`src/rtl/decode_seq_stage_if.sv`:
```
// decode_seq_stage_if: fetch-to-decode handshake plus the registered ID/EX
// slot produced by decode_seq_stage.
//   in_valid/in_ready/in_instr/in_pc : fetch word handshake
//   out_*                            : ID/EX register contents
// The master modport is the surrounding pipeline and the slave modport is the
// decode stage. Parameters must match those of the decode_seq_stage instance.
interface decode_seq_stage_if #(
   parameter int DATA_W  = 16,
   parameter int REG_CNT = 8,
   parameter int PC_W    = 32
);
   localparam int AW = $clog2(REG_CNT);

   logic              in_valid;
   logic              in_ready;
   logic [15:0]       in_instr;
   logic [PC_W-1:0]   in_pc;

   logic              out_valid;
   logic [4:0]        out_opcode;
   logic [DATA_W-1:0] out_rsrc;
   logic [DATA_W-1:0] out_rdst;
   logic [AW-1:0]     out_rsrc_addr;
   logic [AW-1:0]     out_rdst_addr;
   logic [DATA_W-1:0] out_push_data;
   logic              out_push;
   logic              out_call;
   logic              out_int;
   logic              out_second;
   logic              out_flush;

   modport master (
      output in_valid, in_instr, in_pc,
      input  in_ready,
      input  out_valid, out_opcode, out_rsrc, out_rdst, out_rsrc_addr,
             out_rdst_addr, out_push_data, out_push, out_call, out_int,
             out_second, out_flush
   );

   modport slave (
      input  in_valid, in_instr, in_pc,
      output in_ready,
      output out_valid, out_opcode, out_rsrc, out_rdst, out_rsrc_addr,
             out_rdst_addr, out_push_data, out_push, out_call, out_int,
             out_second, out_flush
   );
endinterface

```
`src/rtl/decode_seq_stage.sv`:
```
// decode_seq_stage: instruction decode stage with register file, load-use
// hazard stall, and a sequencer that expands CALL and interrupt entry into
// two stack-push slots followed by a pipeline flush slot.
// Ports:
//   Clk, Rst                : clock (rising edge), asynchronous active-low reset
//   bus (slave)             : fetch handshake in, registered ID/EX slot out
//   intr_req                : level interrupt request, latched as pending
//   ex_flush                : branch-taken flush from EX, drops the accepted word
//   wb_en/wb_addr/wb_data   : register file write-back
//   ex_memread/ex_rdst      : load currently in EX, used for hazard detection
// Optional feature: define WB_BYPASS_EN to make a same-cycle write-back visible
// to the register read (write-through); otherwise the pre-write value is read.
// Instruction layout: [15:11] opcode, [10 -: AW] rsrc, [10-AW -: AW] rdst.
module decode_seq_stage #(
   parameter int         DATA_W  = 16,
   parameter int         REG_CNT = 8,
   parameter int         PC_W    = 32,
   parameter logic [4:0] CALL_OP = 5'b11010,
   localparam int        AW      = $clog2(REG_CNT)
) (
   input  logic              Clk,
   input  logic              Rst,
   decode_seq_stage_if.slave bus,
   input  logic              intr_req,
   input  logic              ex_flush,
   input  logic              wb_en,
   input  logic [AW-1:0]     wb_addr,
   input  logic [DATA_W-1:0] wb_data,
   input  logic              ex_memread,
   input  logic [AW-1:0]     ex_rdst
);

   typedef enum logic [2:0] {S_IDLE, S_CALL2, S_INT1, S_INT2, S_FLUSH} state_t;

   state_t            state_q, state_d;
   logic              pending_q, pending_d;
   logic [PC_W-1:0]   pc_save_q, pc_save_d;
   logic [DATA_W-1:0] regs_q [REG_CNT];
   logic [DATA_W-1:0] regs_d [REG_CNT];

   logic              valid_q, valid_d;
   logic [4:0]        opcode_q, opcode_d;
   logic [DATA_W-1:0] rsrc_q, rsrc_d;
   logic [DATA_W-1:0] rdst_q, rdst_d;
   logic [AW-1:0]     rsrc_addr_q, rsrc_addr_d;
   logic [AW-1:0]     rdst_addr_q, rdst_addr_d;
   logic [DATA_W-1:0] push_data_q, push_data_d;
   logic              push_q, push_d;
   logic              call_q, call_d;
   logic              intr_q, intr_d;
   logic              second_q, second_d;
   logic              flush_q, flush_d;

   logic [4:0]        opcode;
   logic [AW-1:0]     rsrc_addr, rdst_addr;
   logic [DATA_W-1:0] rsrc_val, rdst_val;
   logic              hazard, in_ready, accept;
   logic              unused_instr_bits;

   assign opcode            = bus.in_instr[15:11];
   assign rsrc_addr         = bus.in_instr[10 -: AW];
   assign rdst_addr         = bus.in_instr[10-AW -: AW];
   assign unused_instr_bits = ^bus.in_instr[10-2*AW:0];

   assign hazard   = ex_memread && ((ex_rdst == rsrc_addr) || (ex_rdst == rdst_addr));
   // Reset is folded in so the stage never advertises readiness while held in reset.
   assign in_ready = Rst && (state_q == S_IDLE) && !pending_q && !hazard;
   assign accept   = bus.in_valid && in_ready;

   always_comb begin
      rsrc_val = regs_q[rsrc_addr];
      rdst_val = regs_q[rdst_addr];
`ifdef WB_BYPASS_EN
      if (wb_en && (wb_addr == rsrc_addr)) rsrc_val = wb_data;
      if (wb_en && (wb_addr == rdst_addr)) rdst_val = wb_data;
`endif
   end

   always_comb begin
      regs_d = regs_q;
      if (wb_en) regs_d[wb_addr] = wb_data;
   end

   always_comb begin
      state_d     = state_q;
      pending_d   = pending_q | intr_req;
      pc_save_d   = pc_save_q;
      valid_d     = 1'b0;
      opcode_d    = '0;
      rsrc_d      = '0;
      rdst_d      = '0;
      rsrc_addr_d = '0;
      rdst_addr_d = '0;
      push_data_d = '0;
      push_d      = 1'b0;
      call_d      = 1'b0;
      intr_d      = 1'b0;
      second_d    = 1'b0;
      flush_d     = 1'b0;
      unique case (state_q)
         S_IDLE: begin
            if (pending_q && !hazard) begin
               // Interrupt entry: the presented word stays unaccepted and its
               // PC becomes the return address pushed by INT1/INT2.
               state_d   = S_INT1;
               pending_d = 1'b0;
               pc_save_d = bus.in_pc;
            end else if (accept && !ex_flush) begin
               valid_d     = 1'b1;
               opcode_d    = opcode;
               rsrc_d      = rsrc_val;
               rdst_d      = rdst_val;
               rsrc_addr_d = rsrc_addr;
               rdst_addr_d = rdst_addr;
               if (opcode == CALL_OP) begin
                  call_d      = 1'b1;
                  push_d      = 1'b1;
                  push_data_d = bus.in_pc[DATA_W-1:0];
                  pc_save_d   = bus.in_pc;
                  state_d     = S_CALL2;
               end
            end
         end
         S_CALL2: begin
            push_d      = 1'b1;
            second_d    = 1'b1;
            push_data_d = pc_save_q[DATA_W +: DATA_W];
            state_d     = S_FLUSH;
         end
         S_INT1: begin
            intr_d      = 1'b1;
            push_d      = 1'b1;
            push_data_d = pc_save_q[DATA_W-1:0];
            state_d     = S_INT2;
         end
         S_INT2: begin
            intr_d      = 1'b1;
            push_d      = 1'b1;
            second_d    = 1'b1;
            push_data_d = pc_save_q[DATA_W +: DATA_W];
            state_d     = S_FLUSH;
         end
         S_FLUSH: begin
            flush_d = 1'b1;
            state_d = S_IDLE;
         end
         default: state_d = S_IDLE;
      endcase
   end

   always_ff @(posedge Clk or negedge Rst) begin
      if (!Rst) begin
         state_q     <= S_IDLE;
         pending_q   <= 1'b0;
         pc_save_q   <= '0;
         regs_q      <= '{default: '0};
         valid_q     <= 1'b0;
         opcode_q    <= '0;
         rsrc_q      <= '0;
         rdst_q      <= '0;
         rsrc_addr_q <= '0;
         rdst_addr_q <= '0;
         push_data_q <= '0;
         push_q      <= 1'b0;
         call_q      <= 1'b0;
         intr_q      <= 1'b0;
         second_q    <= 1'b0;
         flush_q     <= 1'b0;
      end else begin
         state_q     <= state_d;
         pending_q   <= pending_d;
         pc_save_q   <= pc_save_d;
         regs_q      <= regs_d;
         valid_q     <= valid_d;
         opcode_q    <= opcode_d;
         rsrc_q      <= rsrc_d;
         rdst_q      <= rdst_d;
         rsrc_addr_q <= rsrc_addr_d;
         rdst_addr_q <= rdst_addr_d;
         push_data_q <= push_data_d;
         push_q      <= push_d;
         call_q      <= call_d;
         intr_q      <= intr_d;
         second_q    <= second_d;
         flush_q     <= flush_d;
      end
   end

   assign bus.in_ready      = in_ready;
   assign bus.out_valid     = valid_q;
   assign bus.out_opcode    = opcode_q;
   assign bus.out_rsrc      = rsrc_q;
   assign bus.out_rdst      = rdst_q;
   assign bus.out_rsrc_addr = rsrc_addr_q;
   assign bus.out_rdst_addr = rdst_addr_q;
   assign bus.out_push_data = push_data_q;
   assign bus.out_push      = push_q;
   assign bus.out_call      = call_q;
   assign bus.out_int       = intr_q;
   assign bus.out_second    = second_q;
   assign bus.out_flush     = flush_q;

endmodule
```
`src/flat_wrapper.sv`:
```
// flat-port wrapper written by rule: the top's interface ports become plain ports
module decode_seq_stage_flat 
#(
   parameter int         DATA_W  = 16,
   parameter int         REG_CNT = 8,
   parameter int         PC_W    = 32,
   parameter logic [4:0] CALL_OP = 5'b11010,
   localparam int        AW      = $clog2(REG_CNT)
)
  (Clk, Rst, intr_req, ex_flush, wb_en, wb_addr, wb_data, ex_memread, ex_rdst, bus_in_valid, bus_in_instr, bus_in_pc, bus_in_ready, bus_out_valid, bus_out_opcode, bus_out_rsrc, bus_out_rdst, bus_out_rsrc_addr, bus_out_rdst_addr, bus_out_push_data, bus_out_push, bus_out_call, bus_out_int, bus_out_second, bus_out_flush);
  decode_seq_stage_if #(.DATA_W(DATA_W), .REG_CNT(REG_CNT), .PC_W(PC_W)) bus_i ();
  input  logic Clk;
  input  logic Rst;
  input  logic intr_req;
  input  logic ex_flush;
  input  logic wb_en;
  input  logic [AW-1:0] wb_addr;
  input  logic [DATA_W-1:0] wb_data;
  input  logic ex_memread;
  input  logic [AW-1:0] ex_rdst;
  input wire logic [$bits(bus_i.in_valid)-1:0] bus_in_valid;
  input wire logic [$bits(bus_i.in_instr)-1:0] bus_in_instr;
  input wire logic [$bits(bus_i.in_pc)-1:0] bus_in_pc;
  output wire logic [$bits(bus_i.in_ready)-1:0] bus_in_ready;
  output wire logic [$bits(bus_i.out_valid)-1:0] bus_out_valid;
  output wire logic [$bits(bus_i.out_opcode)-1:0] bus_out_opcode;
  output wire logic [$bits(bus_i.out_rsrc)-1:0] bus_out_rsrc;
  output wire logic [$bits(bus_i.out_rdst)-1:0] bus_out_rdst;
  output wire logic [$bits(bus_i.out_rsrc_addr)-1:0] bus_out_rsrc_addr;
  output wire logic [$bits(bus_i.out_rdst_addr)-1:0] bus_out_rdst_addr;
  output wire logic [$bits(bus_i.out_push_data)-1:0] bus_out_push_data;
  output wire logic [$bits(bus_i.out_push)-1:0] bus_out_push;
  output wire logic [$bits(bus_i.out_call)-1:0] bus_out_call;
  output wire logic [$bits(bus_i.out_int)-1:0] bus_out_int;
  output wire logic [$bits(bus_i.out_second)-1:0] bus_out_second;
  output wire logic [$bits(bus_i.out_flush)-1:0] bus_out_flush;
  assign bus_i.in_valid = bus_in_valid;
  assign bus_i.in_instr = bus_in_instr;
  assign bus_i.in_pc = bus_in_pc;
  assign bus_in_ready = bus_i.in_ready;
  assign bus_out_valid = bus_i.out_valid;
  assign bus_out_opcode = bus_i.out_opcode;
  assign bus_out_rsrc = bus_i.out_rsrc;
  assign bus_out_rdst = bus_i.out_rdst;
  assign bus_out_rsrc_addr = bus_i.out_rsrc_addr;
  assign bus_out_rdst_addr = bus_i.out_rdst_addr;
  assign bus_out_push_data = bus_i.out_push_data;
  assign bus_out_push = bus_i.out_push;
  assign bus_out_call = bus_i.out_call;
  assign bus_out_int = bus_i.out_int;
  assign bus_out_second = bus_i.out_second;
  assign bus_out_flush = bus_i.out_flush;
  decode_seq_stage #(.DATA_W(DATA_W), .REG_CNT(REG_CNT), .PC_W(PC_W), .CALL_OP(CALL_OP)) u_core (.Clk(Clk), .Rst(Rst), .bus(bus_i), .intr_req(intr_req), .ex_flush(ex_flush), .wb_en(wb_en), .wb_addr(wb_addr), .wb_data(wb_data), .ex_memread(ex_memread), .ex_rdst(ex_rdst));
endmodule
```
`config.mk`:
```
export PLATFORM = sky130hd
export DESIGN_NAME = decode_seq_stage_flat
export DESIGN_NICKNAME = d
export VERILOG_FILES = /design/src/rtl/decode_seq_stage_if.sv /design/src/rtl/decode_seq_stage.sv /design/src/flat_wrapper.sv
export SDC_FILE = /design/constraint.sdc
export NUM_CORES = 1
export LEC_CHECK = 0
export BUFFER_PORTS_ARGS = -buffer_cell sky130_fd_sc_hd__buf_2
export CAP_MARGIN = 20
export CORE_UTILIZATION = 46
export CTS_CLUSTER_DIAMETER = 80
export DETAILED_ROUTE_END_ITERATION = 6
export PLACE_DENSITY = 0.69
export SKIP_CTS_REPAIR_TIMING = 1
export SYNTH_ARGS = -nofsm -noshare
export SYNTH_HDL_FRONTEND = slang
export SYNTH_SLANG_ARGS = --single-unit
```
`constraint.sdc`:
```
create_clock -name Clk -period 1.71 [get_ports Clk]
set_input_delay 0.171 -clock Clk [delete_from_list [all_inputs] [get_ports Clk]]
set_output_delay 0.171 -clock Clk [all_outputs]
set_load 0.02 [all_outputs]
```
**After elaboration in Yosys (flattened, before gate mapping)**

Index checks and enable logic that the tools add are counted.

- Eq/ne operators: 9
- $lt $le $gt $ge: 4
- Mux-type cells: 48
- Reductions and logical operators: 20
- Bitwise logic cells: 4

Operator list:

| kind | number |
|---|---|
| 16-bit 2-to-1 mux | 14 |
| 128-bit bitwise mux | 1 |
| 16-bit binary-select mux with 3-bit select | 2 |
| 32-bit 2-to-1 mux | 3 |
| 16-bit demux with 3-bit select | 1 |
| 16-bit one-hot mux with 3 select lines | 1 |
| 3-bit 2-to-1 mux | 9 |
| 5-bit 2-to-1 mux | 3 |
| 4-bit >= comparator, second input constant | 3 |
| 1-bit 2-to-1 mux | 12 |
| 3-bit NOT with 4-bit output | 3 |
| 3-bit one-hot mux with 3 select lines | 1 |
| 1-bit logical AND | 8 |
| 3-bit by 2-bit equality test with 1-bit output, second input constant | 2 |
| 3-bit equality test | 2 |
| 3-bit inequality test, second input constant | 2 |
| 5-bit equality test, second input constant | 1 |
| 4-bit by 1-bit less-than comparator with 1-bit output, second input constant | 1 |
| 2-bit nonzero test | 2 |
| 2-bit OR reduction | 2 |
| 3-bit by 1-bit equality test with 1-bit output, second input constant | 1 |
| 3-bit equality test, second input constant | 1 |
| 1-bit logical NOT | 3 |
| 3-bit logical NOT | 1 |
| 6 further kinds | 6 |

- Input bits: 77
- Flip-flop bits (word level): 229
- Word-level logic and storage cells: 108
- Output and inout port bits: 66

**Depth between registers and ports, before layout**

- Depth after elaboration: 10
- Mapped depth: 6
- Depth with buffers taken out: 4

**Least setup slack after synthesis**

OpenSTA, ideal clock, no wires.

- Path kind: register to register
- From: register u_core.state_q[2]
- To: register u_core.pc_save_q[10]
- Arrival: 1.491 ns
- Clock period less this slack: 1.616 ns
- Slack: 0.094 ns
- Buffers on the path: 2
- Cell stages (with the launch flop): 6
- Library setup time: 0.125 ns
- Data required time: 1.585 ns
- Cells stage by stage: dfrtp_1 -> buf_2 -> nor3_1 -> o2111ai_2 -> buf_6 -> mux2_4

- Cells in the longest elaborated chain, start to end: 8

RTL lines:

| element | line | text |
|---|---|---|
| start, declared | decode_seq_stage.sv:35 | `state_t state_q, state_d;` |
| start signal, assigned | decode_seq_stage.sv:170 | `state_q <= state_d;` |
| 3-bit logical NOT (*) | decode_seq_stage.sv:67, decode_seq_stage.sv:100 |  |
| 1-bit logical AND (3 in a row) | decode_seq_stage.sv:67 | `assign in_ready = Rst && (state_q == S_IDLE) && !pending_q && !hazard;` |
| 1-bit logical AND | decode_seq_stage.sv:68 | `assign accept = bus.in_valid && in_ready;` |
| 1-bit logical AND | decode_seq_stage.sv:108 | `end else if (accept && !ex_flush) begin` |
| 2-bit nonzero test (no line) | -- |  |
| 3-bit AND reduction (no line) (*) | -- |  |
| end signal, assigned | decode_seq_stage.sv:172 | `pc_save_q <= pc_save_d;` |
| end, declared | decode_seq_stage.sv:37 | `logic [PC_W-1:0] pc_save_q, pc_save_d;` |

Mark *: on every way between the ends. The rest lies on a longest branch, timed or not.
A chain may end at the register's enable or synchronous reset.

**Final worst setup path**

- From: register u_core.pending_q
- To: output bus_in_ready

- Cells in the longest elaborated chain, start to end: 3

RTL lines:

| element | line | text |
|---|---|---|
| start, declared | decode_seq_stage.sv:36 | `logic pending_q, pending_d;` |
| start signal, assigned | decode_seq_stage.sv:171 | `pending_q <= pending_d;` |
| 1-bit logical NOT | decode_seq_stage.sv:67 |  |
| 1-bit logical AND (2 in a row) | decode_seq_stage.sv:67 |  |
| end, declared | flat_wrapper.sv:24 | `output wire logic [$bits(bus_i.in_ready)-1:0] bus_in_ready;` |

Every way passes these cells.

==> impl_metrics.tcl <==
set metrics [dict create \
    status "finished, violations left" \
    violations "hold timing, setup timing" \
    critPathTopFamily "simple AND/OR/NAND/NOR gates" \
    tritoncts "yes" \
    cts-htree-levels 1 \
    routed_via_density 5.59 \
    cts_made_buffers 25 \
    layout.nets 987 \
    drt_iter0_markers 378 \
    hold_viol_final 3 \
    tightest_slew_ps 875 \
    path_depth 5 \
    path_clk_slew_ps 60 \
    cp_data_required_time_ps 1540 \
    hold_path_class "in -> reg" \
    ant_nets 0 \
    synth-seq-cells 229 \
    p_int_w 0.0126 \
    mostFrequentLayoutCells "228 x dfrtp_1, 135 x buf_2, 122 x mux2_2, 81 x nand2_1, 64 x mux4_2" \
    gp_congestion 0.778 \
    rsz0062_at_grt "yes" \
    hpwl_mm 14.3 \
    p_comb_share_pct 26.5 \
    worstSetupEndpointType "output port" \
    ys_seq_area_share_pct 54.7 \
    grt_first_pass_wirelength_mm 37.7 \
    max_slew_margin_pct 41.7 \
    clock-sinks 229 \
    syn_area_um2 10500 \
    die_h_um 153 \
    clock_skew_ps 8.25 \
    place_inst 1119 \
    power_w 0.0174 \
    finalSetupViolations 20 \
    grt_usage_pct 20.7 \
    critPathMaxFanout 3 \
    slew_viol_final 0 \
    syn_nets 789 \
    port_buffers 137 \
    syn_to_final_growth_pct 25.8 \
    crit_slowest_cell "dfrtp_1" \
    fin_crit_sh_pct 111 \
    p_leak_nw 5.98 \
    fillers 1686 \
    p_sw_share_pct 27.8 \
    synthTopCellsByArea "dfrtp_1 55%, mux4_2 14%, mux2_2 13%" \
    min_path_cells 2 \
    antenna_found_initial 2 \
    cts_root_buffer "clkbuf_16" \
    drc 0 \
    irDropWorstVdd_mv 0.765 \
    worstPathArrival_ps 1740 \
    synth_warnings 0 \
    fmax_mhz 525 \
    hold_ws_ps -11.0 \
    syn_avg_cell_area_um2 14.7 \
    grt_pass1_vias 6697 \
    stdcell_count 1209 \
    path_buf_inv 2 \
    cts.path.max_buffers 3 \
    drive_gt1_share_pct 51.7 \
    finish.utilization_pct 59.6 \
    synth_top_area_share_pct 54.7 \
    drt_wl_total_mm 24.8 \
    p_sw_w 0.00484 \
    yosysTopAreaCell "dfrtp_1" \
    pwr-share-seq_pct 43.5 \
    crit_chain "nand2b_4 > nor4_4 > nand3_2 > inv_2 > buf_6" \
    vias 6756 \
    floorplan.rows 54 \
    grt-ovfl-total 0 \
    power_density_nw_per_um2 1320 \
    grt_max_degree 159 \
    pre_cts_ws_ps 7.62 \
    die_w_um 153 \
    dieArea_um2 23400 \
    finalWorstSetupSlack_ps -196 \
    power_frac_clock_pct 30.0 \
    drtPass1Iterations 5 \
    clock_latency_ps 510 \
    layout_min_cycle_time_ps 1910 \
    start_util_pct 47.4 \
    netlist_instances 712 \
    timing.critical_path.slowest_cell_delay_ps 380 \
    design.core.area_um2 22100 \
    crit_path_start_kind "register" \
    reg2reg_depth 7 \
    maxCapViolations 0 \
    boundaryPins 143 \
    synthDistinctLibCells 36 \
    routedWlPerCell_um 20.5 \
    critical_path_class "reg -> out" \
    mostFrequentLayoutCell "dfrtp_1" \
]
==> through the flow <==
step / TNS [ps] / instance area, µm²
2_1_floorplan: 0 / 10500
3_3_place_gp: 0 / 11700
3_5_place_dp: 0 / 11700
4_1_cts: -320 / 12500
5_1_grt: -3060 / 13200
6_report: -459 / 13200
==> metal layers <==
layer	vias to the layer above	share of wire [%]	GRT usage [%]	wire length, µm
li1	3007	-	-	-
met1	3510	44	29.4	10900
met2	201	49	33.4	12100
met3	36	5.4	3.26	1340
met4	2	1.7	5.24	422
met5	-	0.065	0	16
==> area by class of cell <==
cell class | count | area (µm²) | share of cell area, %
Sequential cell | 229 | 5730 | 43.5
Multi-Input combinational cell | 422 | 4610 | 35.0
Timing Repair Buffer | 218 | 1610 | 12.2
Clock buffer | 37 | 741 | 5.62
Tap cell | 280 | 350 | 2.66
Clock inverter | 8 | 67.6 | 0.513
Inverter | 14 | 52.6 | 0.399
Antenna cell | 1 | 2.50 | 0.0190
==> kinds of logic after synthesis <==
logic type | count (synthesis) | synth area share (%)
flops | 229 | 54.7
buf+inv | 61 | 3.01
simple gates | 124 | 5.95
compound gates | 68 | 3.78
mux | 224 | 32.0
xor+xnor | 6 | 0.502
==> sequential cells by signal, indices dropped and copies added (netlist names) <==
register and count:
u_core.bus.out_rdst 16, u_core.bus.out_rsrc_addr 3, u_core.bus.out_call 1, u_core.bus.out_rsrc 16, u_core.bus.out_rdst_addr 3, u_core.bus.out_flush 1, u_core.bus.out_opcode 5, u_core.pending_q 1
u_core.state_q 3, u_core.bus.out_valid 1, u_core.pc_save_q 32, u_core.bus.out_push 1, u_core.regs_q 128, u_core.bus.out_push_data 16, u_core.bus.out_second 1, u_core.bus.out_int 1
==> Yosys cell counts <==
cell         n
dfrtp_1    229
mux2_2     122
nand2_1     81
mux4_2      64
a21oi_1     33
mux2_4      30
buf_2       21
a22oi_1     16
o21ai_0     16
clkbuf_1    14
nor2_1      13
inv_1       12
buf_4        8
mux2_1       8
nand4b_1     6
xnor2_1      6
buf_6        4
nor2b_1      4
nor3_2       3
clkinv_1     2
nand2b_1     2
nand4_2      2
nor3_1       2
nor3b_4      2
a31oi_1      1
a41oi_1      1
and2_1       1
and4_1       1
nand2b_4     1
nand3_1      1
nand4_1      1
nor3b_2      1
nor4_1       1
nor4_2       1
o2111ai_2    1
or2_2        1
==> power groups by stage <==
stage                     Sequential (W)  Combinational [W]  Clock (W)
after CTS                        0.00754            0.00443    0.00533
after global placement           0.00755            0.00430          0
final                            0.00758            0.00462    0.00523
after global routing             0.00773            0.00494    0.00556
after detailed placement         0.00762            0.00442          0
after floorplan                  0.00762            0.00314          0
==> worst paths after layout <==
path / slack, ps / from / endpoint
hold reg to reg: 510 / u_core.pc_save_q[0] / u_core.bus.out_push_data[0]
hold / removal: -10 / wb_data[14] / u_core.regs_q[94]
setup reg to reg: -60 / u_core.pending_q / u_core.bus.out_rdst[5]
max in group asynchronous: 560 / Rst / u_core.pc_save_q[25]
min in group asynchronous: 480 / Rst / u_core.regs_q[122]
setup / recovery: -200 / u_core.pending_q / bus_in_ready
(Power assumes the default switching activity.)
